$ cat src/rtl/seg_scan_mux.sv
// -----------------------------------------------------------------------------
// seg_scan_mux
//
// Time-multiplexed scanner for a 4-digit common-anode seven-segment display.
// A 16-bit hex word is held in a display shadow register and its four nibbles
// are presented one per refresh slot to a downstream seven-segment decoder.
// Each slot starts with DEAD cycles of all-anodes-off to suppress ghosting.
// Leading zeros can optionally be blanked.
//
// New content arrives through a pending register and is only copied into the
// shadow at a slot boundary, so a digit never changes content mid-slot.
//
// Parameters:
//   DIV      clock cycles per digit slot (>= 2)
//   DEAD     all-off cycles at the start of each slot (0 .. DIV-1)
//
// Ports:
//   clk       in   1   system clock, rising edge
//   rst       in   1   asynchronous active-high reset
//   load      in   1   single-cycle strobe capturing data/dp_in
//   data      in  16   four hex digits, digit 0 = data[3:0]
//   dp_in     in   4   per-digit decimal point request, active-high
//   blank_lz  in   1   leading-zero blanking enable (live level)
//   value     out  4   nibble of the active digit (to the decoder)
//   an        out  4   anode enables, active-low, bit i = digit i
//   dp        out  1   decimal point segment, active-low
//   frame     out  1   pulse on the first cycle of each digit-0 slot
// -----------------------------------------------------------------------------
module seg_scan_mux #(
  parameter int DIV  = 50000,
  parameter int DEAD = 2
) (
  input  logic        clk,
  input  logic        rst,
  input  logic        load,
  input  logic [15:0] data,
  input  logic [3:0]  dp_in,
  input  logic        blank_lz,
  output logic [3:0]  value,
  output logic [3:0]  an,
  output logic        dp,
  output logic        frame
);

  localparam int            CW   = $clog2(DIV);
  localparam logic [CW-1:0] LAST = CW'(DIV - 1);

  // ---------------------------------------------------------------------------
  // State
  // ---------------------------------------------------------------------------
  logic [CW-1:0] cnt_q, cnt_d;
  logic [1:0]    idx_q, idx_d;
  logic [15:0]   shadow_data_q, shadow_data_d;
  logic [3:0]    shadow_dp_q, shadow_dp_d;
  logic [15:0]   pend_data_q, pend_data_d;
  logic [3:0]    pend_dp_q, pend_dp_d;
  logic          pend_q, pend_d;

  // Registered outputs
  logic [3:0]    value_q, value_d;
  logic [3:0]    an_q, an_d;
  logic          dp_q, dp_d;
  logic          frame_q, frame_d;

  logic          boundary;
  logic [3:0]    lz_blank;
  logic          in_dead;
  logic          lit;

  assign boundary = (cnt_q == LAST);

  // ---------------------------------------------------------------------------
  // Counter, index and pending/shadow transfer
  // ---------------------------------------------------------------------------
  always_comb begin
    cnt_d         = cnt_q + CW'(1);
    idx_d         = idx_q;
    shadow_data_d = shadow_data_q;
    shadow_dp_d   = shadow_dp_q;
    pend_data_d   = pend_data_q;
    pend_dp_d     = pend_dp_q;
    pend_d        = pend_q;

    if (load) begin
      pend_data_d = data;
      pend_dp_d   = dp_in;
      pend_d      = 1'b1;
    end

    if (boundary) begin
      cnt_d = '0;
      idx_d = idx_q + 2'd1;
      // A load in the last cycle of a slot bypasses the pending register so
      // the very next slot already shows it.
      if (load) begin
        shadow_data_d = data;
        shadow_dp_d   = dp_in;
        pend_d        = 1'b0;
      end else if (pend_q) begin
        shadow_data_d = pend_data_q;
        shadow_dp_d   = pend_dp_q;
        pend_d        = 1'b0;
      end
    end
  end

  // ---------------------------------------------------------------------------
  // Leading-zero detection on the next shadow value: digit i is a leading
  // zero when every digit from 3 down to i is zero. Digit 0 always shows.
  // ---------------------------------------------------------------------------
  assign lz_blank[0] = 1'b0;
  for (genvar gi = 1; gi < 4; gi++) begin : g_lz
    assign lz_blank[gi] = (shadow_data_d[15:4*gi] == '0);
  end

  // ---------------------------------------------------------------------------
  // Output decode. Outputs are computed from the next state and registered,
  // so what appears in the cycle with cnt=k is decoded from cnt=k itself and
  // there is no combinational path from any input to any output.
  // ---------------------------------------------------------------------------
  always_comb begin
    in_dead = (int'(cnt_d) < DEAD);
    lit     = !in_dead && !(blank_lz && lz_blank[idx_d]);

    value_d = shadow_data_d[4*idx_d +: 4];
    an_d    = 4'b1111;
    dp_d    = 1'b1;
    if (lit) begin
      an_d = ~(4'b0001 << idx_d);
      dp_d = ~shadow_dp_d[idx_d];
    end
    frame_d = (idx_d == 2'd0) && (cnt_d == '0);
  end

  // ---------------------------------------------------------------------------
  // Flops
  // ---------------------------------------------------------------------------
  always_ff @(posedge clk or posedge rst) begin
    if (rst) begin
      cnt_q         <= '0;
      idx_q         <= 2'd0;
      shadow_data_q <= '0;
      shadow_dp_q   <= '0;
      pend_data_q   <= '0;
      pend_dp_q     <= '0;
      pend_q        <= 1'b0;
      value_q       <= 4'h0;
      an_q          <= 4'b1111;
      dp_q          <= 1'b1;
      frame_q       <= 1'b0;
    end else begin
      cnt_q         <= cnt_d;
      idx_q         <= idx_d;
      shadow_data_q <= shadow_data_d;
      shadow_dp_q   <= shadow_dp_d;
      pend_data_q   <= pend_data_d;
      pend_dp_q     <= pend_dp_d;
      pend_q        <= pend_d;
      value_q       <= value_d;
      an_q          <= an_d;
      dp_q          <= dp_d;
      frame_q       <= frame_d;
    end
  end

  assign value = value_q;
  assign an    = an_q;
  assign dp    = dp_q;
  assign frame = frame_q;

endmodule

$ cat config.mk
export PLATFORM = sky130hd
export DESIGN_NAME = seg_scan_mux
export DESIGN_NICKNAME = d
export VERILOG_FILES = /design/src/rtl/seg_scan_mux.sv
export SDC_FILE = /design/constraint.sdc
export NUM_CORES = 1
export LEC_CHECK = 0
export CAP_MARGIN = 20
export CORE_MARGIN = 2
export CORE_UTILIZATION = 45
export CTS_CLUSTER_DIAMETER = 60
export CTS_CLUSTER_SIZE = 30
export DETAILED_ROUTE_END_ITERATION = 6
export PLACE_DENSITY_LB_ADDON = 0.25
export SKIP_CTS_REPAIR_TIMING = 1
export SLEW_MARGIN = 20
export SYNTH_ARGS = -nofsm -noshare
export SYNTH_HDL_FRONTEND = slang
export SYNTH_SLANG_ARGS = --single-unit
$ cat constraint.sdc
create_clock -name clk -period 6.1 [get_ports clk]
set_input_delay 1.83 -clock clk [delete_from_list [all_inputs] [get_ports clk]]
set_output_delay 1.83 -clock clk [all_outputs]
set_load 0.01 [all_outputs]
==> reports/qor.yml <==
syn_avg_cell_area_sq_um: 10.7
layout-drive-gt1-share: 0.169
fin_crit_ns: 4.09
drv_cap: 0
slew-limit-headroom: 0.331
rsz0062_at_grt: "no"
multi_input_area_sq_um: 1550
required_ns: 6.40
clk_path_buf_depth: 2
die_area_sq_um: 8260
root_buffer: "clkbuf_8"
fin_worst_skew_ns: 0.00925
grt_overflow: 0
antenna_cells: 0
ir_drop_v: 0.000123
p_per_area_nw_per_um2: 223
synthesis.nets: 343
fmax_ghz: 0.245
yosysSeqAreaShare: 0.510
track_usage: 0.194
worst_hold_path_type: "reg -> reg"
gp_congestion: 0.841
cts_tree: "done"
die_w_um: 90.9
dr.pass1.iters: 4
start_util: 0.466
grt_max_degree: 38
vias_per_cell: 5.69
layout_common_cells: "dfrtp_1, clkdlybuf4s50_1, a21oi_1"
period_share: 0.670
area_growth_pct: 17.5
outcome: "finished, final reports clean"
seqCellArea_sq_um: 1730
power.leakage_nw: 1.71
drt_iter0_drc: 154
synth-main-ff-cell: "dfrtp_1"
wire_per_inst_um: 16.7
drc: 0
num_vias: 2591
finalSetupViolations: 0
clk_latency_ns: 0.36
synth-seq-cells: 69
ant_nets: 0
clk_pin_slew_ns: 0.07
place.detailed.hpwl_um: 5360
finalHoldViolCount: 0
antenna_found_initial: 0
max_slew.worst_pin.slew_ns: 0.995
synth_area_sq_um: 3400
ys_types: 61
fin_setup_tns_ns: 0
rows: 31
die_y_um: 90.9
io_buffers: 33
ioPinCount: 34
grt_pass1_wl_um: 12600
clock-sinks: 69
syn_inst: 318
cts_buffers: 9
setup.worst_path.start_class: "input pin"
grt_pass1_vias: 2519
cts_max_level: 3
coreArea_sq_um: 7290
critical_path_class: "in -> reg"
cp.arrival_ns: 4.39
final_common_cell: "dfrtp_1"
finish.utilization: 0.547
slew_violations: 0
synth_edf_count: 0
synthArstFlopShare: 1.00
critPathMaxFanout: 19
wl_um: 7580
nNetsFinal: 376
ys_warn_count: 0
setup.worst_path.end_class: "flip-flop"
num-fill-cells: 675
==> worst paths after layout <==
| path | from | endpoint | slack [ns] | depth (start not counted) |
|---|---|---|---|---|
| worst max-delay path | load | an[1]$_DFF_PP1_ | 2.01 | 8 |
| worst min-delay path | pend_data_q[7]$_DFFE_PP0P_ | pend_data_q[7]$_DFFE_PP0P_ | 0.50 | 1 |
| worst max register to register | cnt_q[0]$_DFF_PP0_ | an[1]$_DFF_PP1_ | 2.99 | 8 |
| worst min register to register | pend_data_q[7]$_DFFE_PP0P_ | pend_data_q[7]$_DFFE_PP0P_ | 0.50 | 1 |
| max in group asynchronous | rst | an[3]$_DFF_PP1_ | 3.22 | 3 |
| min in group asynchronous | rst | cnt_q[11]$_DFF_PP0_ | 1.93 | 2 |
==> power breakdown <==
group          leakage [nW]  internal (mW)  switching [mW]
Combinational         0.760         0.0299          0.0284
Sequential            0.857          0.472         0.00709
Clock                0.0917          0.170           0.182
==> kinds of logic after synthesis <==
group / count (synthesis) / synth area share
and+or+nand+nor: 105 / 0.187
DFF: 69 / 0.510
xor gates and xnor gates: 15 / 0.0387
buffers and inverters: 25 / 0.0324
adders and majority gates: 1 / 0.00368
AOI/OAI and AO/OA: 76 / 0.141
muxes: 27 / 0.0869
==> sequential cells by signal (all words and copies together) (netlist names) <==
name,cells
cnt_q,16
frame,1
dp,1
pend_dp_q,4
an,4
idx_q,2
pend_q,1
pend_data_q,16
value,4
shadow_data_q,16
shadow_dp_q,4
==> synthesized netlist by cell type, drive strengths merged (7+ instances only) <==
cell type,instances,area (sq um)
mux2i,7,70.1
buf,9,50.1
mux2,20,225
dfrtp,64,1600
xnor2,8,70.1
nand2,13,56.3
xor2,7,61.3
o21ai,19,95.1
nor2,21,86.3
nor3,10,55.1
inv,10,37.5
o22ai,13,81.3
nand3,22,128
a21oi,23,115
==> area by class of cell <==
| class | count | share of cell area |
|---|---|---|
| flip-flops and latches | 69 | 0.434 |
| inverters | 11 | 0.0103 |
| clock buffers | 11 | 0.0379 |
| clock inverters | 5 | 0.00847 |
| multi-input cells | 224 | 0.389 |
| repair buffers | 36 | 0.0884 |
| well taps | 99 | 0.0310 |
==> routing by layer <==
metal,part of all wire,GRT usage
met1,0.46,0.265
met2,0.46,0.300
met3,0.059,0.0467
met4,0.016,0.0720
met5,0,0
==> critical path: stages <==
cell             delay, ns
clkdlybuf4s50_1       1.00
mux2_2                0.44
a22oi_1               0.21
nand4_1               0.15
o32a_1                0.36
nor3_2                0.14
a32oi_1               0.12
nand3_1               0.14
==> per-stage QoR <==
stage | total power [mW] | worst slack (ns) | area (sq um) | instances | hold WS, ns
after floorplan | 0.519 | 2.54 | 3400 | 318 | 0.447
after global placement | 0.546 | 1.68 | 3800 | 439 | 0.462
after detailed placement | 0.547 | 1.64 | 3800 | 439 | 0.483
after CTS | 0.896 | 2.00 | 3990 | 455 | 0.502
after global routing | 0.921 | 1.84 | 3990 | 455 | 0.513
final | 0.889 | 2.01 | 3990 | 455 | 0.498
Power figures use the tool's default switching activity.
